<file path="src/rtl/sha2_pkg.sv">
// SHA-2 message-schedule shared types, constants and sigma helpers.
// Word-width-generic small sigmas for SHA-224/256 and SHA-384/512.
package sha2_pkg;

  localparam int SHA256_WORD_W = 32;
  localparam int SHA256_ROUNDS = 64;
  localparam int SHA512_WORD_W = 64;
  localparam int SHA512_ROUNDS = 80;

  typedef enum logic {
    IDLE = 1'b0,
    RUN  = 1'b1
  } state_t;

  // Values are carried in 64 bits; narrower words sit in the low bits.
  function automatic logic [63:0] rotr(
    input logic [63:0] x,
    input int          n,
    input int          w
  );
    logic [63:0] m;
    m = (w == 64) ? '1 : 64'h0000_0000_ffff_ffff;
    return ((x >> n) | (x << (w - n))) & m;
  endfunction

  function automatic logic [63:0] sigma0(
    input logic [63:0] x,
    input int          w
  );
    if (w == 64)
      return rotr(x, 1, 64) ^ rotr(x, 8, 64) ^ (x >> 7);
    return rotr(x, 7, 32) ^ rotr(x, 18, 32) ^ (x >> 3);
  endfunction

  function automatic logic [63:0] sigma1(
    input logic [63:0] x,
    input int          w
  );
    if (w == 64)
      return rotr(x, 19, 64) ^ rotr(x, 61, 64) ^ (x >> 6);
    return rotr(x, 17, 32) ^ rotr(x, 19, 32) ^ (x >> 10);
  endfunction

endpackage

</file>
<file path="src/rtl/sha2_message_scheduler_if.sv">
// Block-in / schedule-word-out handshake bundle for the scheduler.
// slave = scheduler side, master = producer/consumer side.
interface sha2_message_scheduler_if #(
  parameter int WORD_W = 32,
  parameter int RND_W  = 6
);
  logic [16*WORD_W-1:0] blk_i;
  logic                 blk_valid_i;
  logic                 blk_ready_o;
  logic [WORD_W-1:0]    wt_o;
  logic                 wt_valid_o;
  logic                 wt_ready_i;
  logic [RND_W-1:0]     wt_round_o;
  logic                 wt_last_o;

  modport slave (
    input  blk_i, blk_valid_i, wt_ready_i,
    output blk_ready_o, wt_o, wt_valid_o,
    output wt_round_o, wt_last_o
  );

  modport master (
    output blk_i, blk_valid_i, wt_ready_i,
    input  blk_ready_o, wt_o, wt_valid_o,
    input  wt_round_o, wt_last_o
  );
endinterface

</file>
<file path="src/rtl/sha2_sched_expand.sv">
// Combinational SHA-2 schedule step: next = s1(w14)+w9+s0(w1)+w0.
// Ports: i_w0/i_w1/i_w9/i_w14 window taps in, o_next new word out.
module sha2_sched_expand
  import sha2_pkg::*;
#(
  parameter int WORD_W = 32
) (
  input  logic [WORD_W-1:0] i_w0,
  input  logic [WORD_W-1:0] i_w1,
  input  logic [WORD_W-1:0] i_w9,
  input  logic [WORD_W-1:0] i_w14,
  output logic [WORD_W-1:0] o_next
);
  logic [63:0] w_s0;
  logic [63:0] w_s1;
  logic [63:0] w_sum;

  always_comb begin
    w_s0   = sigma0(64'(i_w1), WORD_W);
    w_s1   = sigma1(64'(i_w14), WORD_W);
    w_sum  = w_s1 + 64'(i_w9) + w_s0 + 64'(i_w0);
    o_next = w_sum[WORD_W-1:0];
  end
endmodule

</file>
<file path="src/rtl/sha2_message_scheduler.sv">
// SHA-2 message scheduler: takes a 16-word block, streams W[0..ROUNDS-1].
// Ports: clk_i, reset_n_i, flush_i, busy_o, bus (blk in / wt out).
// Option: SHA2_MSG_SCHED_DBUF_EN adds a holding buffer for zero-bubble blocks.
module sha2_message_scheduler
  import sha2_pkg::*;
#(
  parameter int WORD_W = 32,
  parameter int ROUNDS = 64,
  parameter int RND_W  = $clog2(ROUNDS)
) (
  input  logic clk_i,
  input  logic reset_n_i,
  input  logic flush_i,
  output logic busy_o,
  sha2_message_scheduler_if.slave bus
);
  if (WORD_W != SHA256_WORD_W && WORD_W != SHA512_WORD_W) begin : g_bad_w
    $error("sha2_message_scheduler: WORD_W must be 32 or 64");
  end
  if (ROUNDS < 16 || ROUNDS > SHA512_ROUNDS) begin : g_bad_r
    $error("sha2_message_scheduler: ROUNDS must be 16..80");
  end

  state_t               r_state;
  state_t               w_state_nxt;
  logic [WORD_W-1:0]    r_win [16];
  logic [RND_W-1:0]     r_t;
  logic [WORD_W-1:0]    w_next;
  logic                 w_hs;
  logic                 w_last;
  logic                 w_end;
  logic                 w_ready;
  logic                 w_acc;
  logic                 w_load;
  logic [16*WORD_W-1:0] w_src;

  assign w_hs   = (r_state == RUN) & bus.wt_ready_i;
  assign w_last = (r_t == RND_W'(ROUNDS - 1));
  assign w_end  = w_hs & w_last;
  assign w_acc  = bus.blk_valid_i & w_ready;

`ifdef SHA2_MSG_SCHED_DBUF_EN
  logic [16*WORD_W-1:0] r_buf;
  logic                 r_buf_full;
  logic                 w_acc_win;
  logic                 w_reload;

  assign w_ready   = ~r_buf_full & ~flush_i;
  // Window is free in IDLE or when the last word leaves with no block queued.
  assign w_acc_win = w_acc & ((r_state == IDLE) | w_end);
  assign w_reload  = w_end & r_buf_full & ~flush_i;
  assign w_load    = w_acc_win | w_reload;
  assign w_src     = r_buf_full ? r_buf : bus.blk_i;

  always_ff @(posedge clk_i or negedge reset_n_i) begin
    if (!reset_n_i) begin
      r_buf      <= '0;
      r_buf_full <= 1'b0;
    end else if (flush_i) begin
      r_buf_full <= 1'b0;
    end else if (w_reload) begin
      r_buf_full <= 1'b0;
    end else if (w_acc & ~w_acc_win) begin
      r_buf      <= bus.blk_i;
      r_buf_full <= 1'b1;
    end
  end
`else
  assign w_ready = (r_state == IDLE) & ~flush_i;
  assign w_load  = w_acc;
  assign w_src   = bus.blk_i;
`endif

  sha2_sched_expand #(
    .WORD_W (WORD_W)
  ) u_expand (
    .i_w0   (r_win[0]),
    .i_w1   (r_win[1]),
    .i_w9   (r_win[9]),
    .i_w14  (r_win[14]),
    .o_next (w_next)
  );

  always_ff @(posedge clk_i or negedge reset_n_i) begin
    if (!reset_n_i)
      r_state <= IDLE;
    else
      r_state <= w_state_nxt;
  end

  always_comb begin
    w_state_nxt = r_state;
    if (flush_i) begin
      w_state_nxt = IDLE;
    end else begin
      unique case (r_state)
        IDLE: if (w_acc) w_state_nxt = RUN;
`ifdef SHA2_MSG_SCHED_DBUF_EN
        RUN:  if (w_end & ~w_load) w_state_nxt = IDLE;
`else
        RUN:  if (w_end) w_state_nxt = IDLE;
`endif
        default: w_state_nxt = IDLE;
      endcase
    end
  end

  always_comb begin
    busy_o          = (r_state == RUN);
    bus.wt_valid_o  = (r_state == RUN);
    bus.wt_o        = r_win[0];
    bus.wt_round_o  = r_t;
    bus.wt_last_o   = w_last & (r_state == RUN);
    bus.blk_ready_o = w_ready;
  end

  always_ff @(posedge clk_i or negedge reset_n_i) begin
    if (!reset_n_i) begin
      for (int k = 0; k < 16; k++) r_win[k] <= '0;
      r_t <= '0;
    end else if (flush_i) begin
      r_t <= '0;
    end else if (w_load) begin
      for (int k = 0; k < 16; k++)
        r_win[k] <= w_src[(15-k)*WORD_W +: WORD_W];
      r_t <= '0;
    end else if (w_hs) begin
      for (int k = 0; k < 15; k++) r_win[k] <= r_win[k+1];
      r_win[15] <= w_next;
      r_t <= w_last ? '0 : r_t + RND_W'(1);
    end
  end
endmodule
</file>
<file path="src/flat_wrapper.sv">
// flat-port wrapper written by rule: the top's interface ports become plain ports
module sha2_message_scheduler_flat import sha2_pkg::*;
#(
  parameter int WORD_W = 32,
  parameter int ROUNDS = 64,
  parameter int RND_W  = $clog2(ROUNDS)
)
  (clk_i, reset_n_i, flush_i, busy_o, bus_blk_i, bus_blk_valid_i, bus_wt_ready_i, bus_blk_ready_o, bus_wt_o, bus_wt_valid_o, bus_wt_round_o, bus_wt_last_o);
  sha2_message_scheduler_if #(.WORD_W(WORD_W), .RND_W(RND_W)) bus_i ();
  input  logic clk_i;
  input  logic reset_n_i;
  input  logic flush_i;
  output logic busy_o;
  input wire logic [$bits(bus_i.blk_i)-1:0] bus_blk_i;
  input wire logic [$bits(bus_i.blk_valid_i)-1:0] bus_blk_valid_i;
  input wire logic [$bits(bus_i.wt_ready_i)-1:0] bus_wt_ready_i;
  output wire logic [$bits(bus_i.blk_ready_o)-1:0] bus_blk_ready_o;
  output wire logic [$bits(bus_i.wt_o)-1:0] bus_wt_o;
  output wire logic [$bits(bus_i.wt_valid_o)-1:0] bus_wt_valid_o;
  output wire logic [$bits(bus_i.wt_round_o)-1:0] bus_wt_round_o;
  output wire logic [$bits(bus_i.wt_last_o)-1:0] bus_wt_last_o;
  assign bus_i.blk_i = bus_blk_i;
  assign bus_i.blk_valid_i = bus_blk_valid_i;
  assign bus_i.wt_ready_i = bus_wt_ready_i;
  assign bus_blk_ready_o = bus_i.blk_ready_o;
  assign bus_wt_o = bus_i.wt_o;
  assign bus_wt_valid_o = bus_i.wt_valid_o;
  assign bus_wt_round_o = bus_i.wt_round_o;
  assign bus_wt_last_o = bus_i.wt_last_o;
  sha2_message_scheduler #(.WORD_W(WORD_W), .ROUNDS(ROUNDS), .RND_W(RND_W)) u_core (.clk_i(clk_i), .reset_n_i(reset_n_i), .flush_i(flush_i), .busy_o(busy_o), .bus(bus_i));
endmodule
</file>
<file path="config.mk">
export PLATFORM = sky130hd
export DESIGN_NAME = sha2_message_scheduler_flat
export DESIGN_NICKNAME = d
export VERILOG_FILES = /design/src/rtl/sha2_pkg.sv /design/src/rtl/sha2_message_scheduler_if.sv /design/src/rtl/sha2_sched_expand.sv /design/src/rtl/sha2_message_scheduler.sv /design/src/flat_wrapper.sv
export SDC_FILE = /design/constraint.sdc
export NUM_CORES = 2
export LEC_CHECK = 0
export BUFFER_PORTS_ARGS = -buffer_cell sky130_fd_sc_hd__buf_2
export CAP_MARGIN = 20
export CELL_PAD_IN_SITES_DETAIL_PLACEMENT = 0
export CELL_PAD_IN_SITES_GLOBAL_PLACEMENT = 1
export CORE_ASPECT_RATIO = 1.4
export CORE_MARGIN = 2
export CORE_UTILIZATION = 47
export CTS_CLUSTER_DIAMETER = 50
export DETAILED_ROUTE_END_ITERATION = 10
export PLACE_DENSITY_LB_ADDON = 0.1
export SETUP_SLACK_MARGIN = 0.05
export SYNTH_ARGS = -nofsm -noshare
export SYNTH_HDL_FRONTEND = slang
export SYNTH_HIERARCHICAL = 1
export SYNTH_SLANG_ARGS = --single-unit
</file>
<file path="constraint.sdc">
create_clock -name clk_i -period 6.09 [get_ports clk_i]
set_input_delay 0.9135 -clock clk_i [delete_from_list [all_inputs] [get_ports clk_i]]
set_output_delay 0.9135 -clock clk_i [all_outputs]
set_load 0.1 [all_outputs]
</file>
* After elaboration in Yosys (flattened, before gate mapping)
Cells that the tools add are included.
** Word-level totals
- Output and inout bits :: 42
- Input port bits :: 517
- Word-level logic and storage cells :: 51
- Flip-flop bits (word level) :: 519
** Cells by class
- Add/subtract/negate cells :: 4
- Reduce and logical (&&, ||, !) cells :: 3
- Mux-type cells :: 10
- Eq/ne operators :: 1
- Bitwise operators :: 15
** Operators by type and width (count)
- 512-bit two-way mux :: 2
- 32-bit adder :: 3
- 32-bit XOR :: 2
- 13-bit by 32-bit OR with 32-bit output :: 1
- 14-bit by 32-bit OR with 32-bit output :: 1
- 15-bit by 32-bit OR with 32-bit output :: 1
- 25-bit by 32-bit OR with 32-bit output :: 1
- 32-bit by 22-bit XOR with 32-bit output :: 1
- 32-bit by 29-bit XOR with 32-bit output :: 1
- 6-bit two-way mux :: 4
- 6-bit by 1-bit adder with 6-bit output, second input constant :: 1
- 6-bit equality test, second input constant :: 1
- 1-bit AND :: 5
- 1-bit two-way mux :: 3
- 3-bit nonzero test :: 1
- 1-bit NOT :: 2
- 1-bit one-hot mux with 2 select lines :: 1
- 2-bit AND reduction :: 1
- 2-bit nonzero test :: 1

* Longest topological paths before layout
- Depth after elaboration :: 8
- Mapped depth :: 16
- Mapped depth without buffers :: 16

* By module
Netlist, hierarchy kept.
** By module, submodules not included
- sha2_message_scheduler :: sequential area each 12987.5 um2, instances 1, area an instance 24136.9 um2, cells an instance 2291
- sha2_sched_expand :: sequential area each 0.0 um2, instances 1, area an instance 4370.4 um2, cells an instance 540

* Worst setup path before layout
No wires, ideal clock.
- Kind :: register to register
- Start point :: register u_core/r_win[456] (netlist name)
- End point :: register u_core/r_win[27] (netlist name)
- Path buffers :: 0
- Clock period less this slack :: 3.984 ns
- Cell stages (with the launch flop) :: 17
- Data arrival time :: 3.852 ns
- Required time :: 5.958 ns
- Setup slack :: 2.106 ns
- Cell sequence :: dfrtp_1 xor2_1 xnor2_1 fa_1 inv_1 fa_1 ha_1 fa_1 a21oi_1 o21ai_1 a21oi_1 o211ai_1 a31oi_1 nor4b_1 a311o_1 mux2i_1 o21ai_1
** On the way
- Longest elaborated chain between the ends :: 7
** Ends and longest elaborated chain
- from (decl) :: line sha2_message_scheduler.sv:26 : logic [WORD_W-1:0] r_win [16];
- from (signal, indexed assignment) :: line sha2_message_scheduler.sv:125 : r_win[k] <= w_src[(15-k)*WORD_W +: WORD_W];
- 25-bit by 32-bit OR with 32-bit output / 14-bit by 32-bit OR with 32-bit output (equally long branches) :: line sha2_pkg.sv:23 : return ((x >> n) | (x << (w - n))) & m;
- 32-bit XOR :: line sha2_pkg.sv:32 : return rotr(x, 7, 32) ^ rotr(x, 18, 32) ^ (x >> 3);
- 32-bit by 29-bit XOR with 32-bit output (*) :: line sha2_pkg.sv:32
- 32-bit adder (*) (2 in series) :: line sha2_sched_expand.sv:21 : w_sum = w_s1 + 64'(i_w9) + w_s0 + 64'(i_w0);
- via u_core.w_next[27] :: line sha2_message_scheduler.sv:28 : logic [WORD_W-1:0] w_next;
- 512-bit two-way mux (*) :: line sha2_message_scheduler.sv:127 : end else if (w_hs) begin
- 512-bit two-way mux (*) :: line sha2_message_scheduler.sv:123 : end else if (w_load) begin
The timed path passes the listed nets; every way through them passes the cells marked *. The select of a mux whose other input is x is not followed.
A chain may end at the register's enable or synchronous reset.

* Worst setup path after layout
Ends and elaborated chain as after synthesis.

==> impl_results.md <==
* Port buffer count at 558
* DR pass1 iterations at 5
* Slowest CP cell: a31oi_1
* Die span in y at 295 µm
* Cell area after synthesis at 0.0285 mm²
* Post-CTS setup buffers at 0
* Mapped Nets at 3442
* Pleak at 0.0154 µW
* Min Tclk post-route at 4.78 ns
* CTS tree: built
* Avg Cell Area, Syn at 10.1 µm²
* Largest net degree at the start of global routing at 197
* Maximum VDD drop at 0.652 mV
* Net Sw Power at 11300 µW
* Post-synth top flop: dfrtp_1
* Clk buf depth at 3
* Worst Skew at 0.0165 ns
* Max Cap Viol at 0
* Routed len/inst at 23.6 µm
* Row count at 106
* Worst-path cell chain: xor2_1, xnor2_1, fa_1, inv_1, fa_1, ha_1, fa_1, a21oi_1, o21ai_1, a21oi_1, o211ai_1, a31oi_1, nor4b_1, a311o_1, mux2i_1, o21ai_1
* Root Driver: clkbuf_16
* Fmax at 209 MHz
* H-tree Lvls at 2
* Crit share post-route at 0.786
* Total GRT Usage at 0.309
* Nets at 3882
* Inserted Clock Buffers at 56
* First-pass GRT wire length at 141 mm
* Pre-CTS worst setup slack at 1.35 ns
* Power per cell area at 688 mW/mm²
* HPWL Detailed at 77.3 mm
* Initial antenna violation count at 44
* Slew headroom at 0.347
* CTS Sinks at 519
* CP arrival at 5.27 ns
* DRT iter0 DRCs at 1501
* Slew of the pin with the lowest slew margin at 0.980 ns
* CP most frequent cell: fa_1
* Residual DRC at 0
* Core area at 0.0598 mm²
* GP Congestion at 0.957
* Layout Area Growth over Synthesis at 17.2%
* Clk network pwr share at 0.157
* Post-synth EDFFs at 0
* Critical Path Sink Type: register
* Post-synthesis register bit count at 519
* GRT Residual Overflow at 0
* Layout cells sized above 1 at 0.209
* Hold Fails Final Rpt at 0
* Status: finished clean
* Worst EP required at 6.58 ns
* Worst R2R Setup Slack at 1.31 ns
* Hold/Removal Path Class: input port to asynchronous set/reset pin
* CP Class: register to register
* Seq pwr share at 0.235
* Vias/cell at 5.24
* Max incr delay on CP at 0.54 ns
* Antenna viol nets, final at 0
* Setup-failing EPs final at 0
* Post-synthesis sequential area ratio at 0.456
* Synth warnings at 6
* Max FO, Critical Path at 5
* P_int at 11700 µW
* Synth top area share at 0.456
* Cts hold-fix bufs at 0
* Logic pwr share at 0.608
* Distinct cell type count after synthesis at 54
* I/O pins at 559
* DR vias at 21700
* Die area at 0.0627 mm²
* Largest area contributor in the netlist: dfrtp_1
* Setup Total Neg Slack at 0 ns
* Resized Gates After CTS at 0
* Vias in the first global route at 22000
* Die Span X at 212 µm
* CP Launch Type: register
* Worst-Skew Late Latency at 0.63 ns
* Setup ws final at 1.31 ns
* Gate Count Post-Synth at 2831
* Drt total wl at 97.8 mm
* Initial core utilization at 0.477
* Top cells by area, synth: dfrtp_1 46%, mux2i_1 18%, o21ai_1 7.1%
* RSZ-0062 raised after global routing: no
* Ys async rst share at 1.00
* Sw frac at 0.493
* CTS clk-pin slew, worst paths at 0.07 ns
* Slew Limit Fails at 0
## cells by family (layout without fill, tap and decap cells)
| kind of cell | count (synthesis) | count (layout) | synth area share |
|---|---|---|---|
| buf+inv | 341 | 823 | 0.0648 |
| compound gates | 618 | 618 | 0.114 |
| xor+xnor | 145 | 145 | 0.0445 |
| flops | 519 | 519 | 0.456 |
| fa+ha+maj | 94 | 94 | 0.0576 |
| mux | 514 | 514 | 0.181 |
| simple gates | 600 | 600 | 0.0826 |
| other cells | 0 | 21 | 0 |
## worst paths after layout
path                                endpoint              start  cells past startpoint
setup reg to reg            u_core/r_win[27]  u_core/r_win[456]                     16
max in group asynchronous  u_core/r_win[152]          reset_n_i                      2
hold reg to reg            u_core/r_win[433]  u_core/r_win[433]                      2
setup / recovery            u_core/r_win[27]  u_core/r_win[456]                     16
hold / removal             u_core/r_win[400]          reset_n_i                      1
min in group clk_i         u_core/r_win[433]  u_core/r_win[433]                      2
## Yosys cell counts (all sizes together), types with 6 or more instances
cell and number:
a21oi 24, a21o 12, clkbuf 69, dfrtp 519
nand4 6, inv 128, a211oi 6, nand3 12
ha 32, fa 62, o21ai 538, nand2 535
mux2i 513, o21a 7, a31oi 7, xnor2 80
nor2 22, buf 143, xor2 65
## power groups by stage
stage          registers [µW]  clock network, µW  logic (µW)
6_report                 5400               3610       14000
2_1_floorplan            5070                  0        9500
3_5_place_dp             5460                  0       13700
4_1_cts                  5400               3690       13800
5_1_grt                  5500               3810       15200
3_3_place_gp             5410                  0       13600
## metal layers
layer	vias up	wire (µm)	global-route usage
met5	-	283	0
met3	201	6450	0.0717
met1	10400	38300	0.372
met4	44	4230	0.128
met2	646	48600	0.532
li1	10400	-	-
## flip-flops by register name, indices dropped and copies added, names as in the netlist
signal and flops:
u_core/r_win 480, u_core/bus.wt_o 32, u_core/bus.wt_round_o 6, u_core/bus.wt_valid_o 1
## worst max-delay path, delay by kind of cell (launching register included)
kind	cells	cell delay, ns
and+or+nand+nor	1	0.11
buffers and inverters	1	0.07
xor gates and xnor gates	2	0.44
adders and majority gates	4	1.56
DFF	1	0.45
AOI/OAI and AO/OA	7	1.88
muxes	1	0.13
## layout by cell type, fill, tap and decap left out, types with 32 or more instances in the layout
cell type / synthesis / layout
o21ai_1: 407 / 407
xnor2_1: 80 / 80
fa_1: 62 / 62
ha_1: 32 / 32
xor2_1: 65 / 65
o21ai_0: 131 / 131
buf_2: 57 / 557
dfrtp_1: 519 / 519
nand2_1: 535 / 535
clkbuf_16: 0 / 56
mux2i_1: 513 / 513
inv_1: 128 / 128
## through the flow
stage / total power, µW / utilization / hold WS (ns) / cells / instance area [µm²]
after floorplan: 14600 / - / 0.449 / 2831 / 28500
after global placement: 19100 / 0.525 / 0.461 / 4023 / 31400
after detailed placement: 19100 / 0.525 / 0.470 / 4023 / 31400
after CTS: 22900 / 0.558 / 0.370 / 4123 / 33300
after global routing: 24500 / 0.558 / 0.389 / 4138 / 33400
final: 23000 / 0.558 / 0.284 / 4144 / 33400
## area by class of cell
cell class                 count  area [µm²]
sequential                   519       13000
fill                        5505       26400
clock inverter                16         264
tap                          810        1010
antenna                       21        52.6
clock buffer                  84        1690
multi-input combinational   1971       13700
inverter                     129         484
timing repair buffer         594        3240
Note: power is estimated with default switching activity, not from simulation.
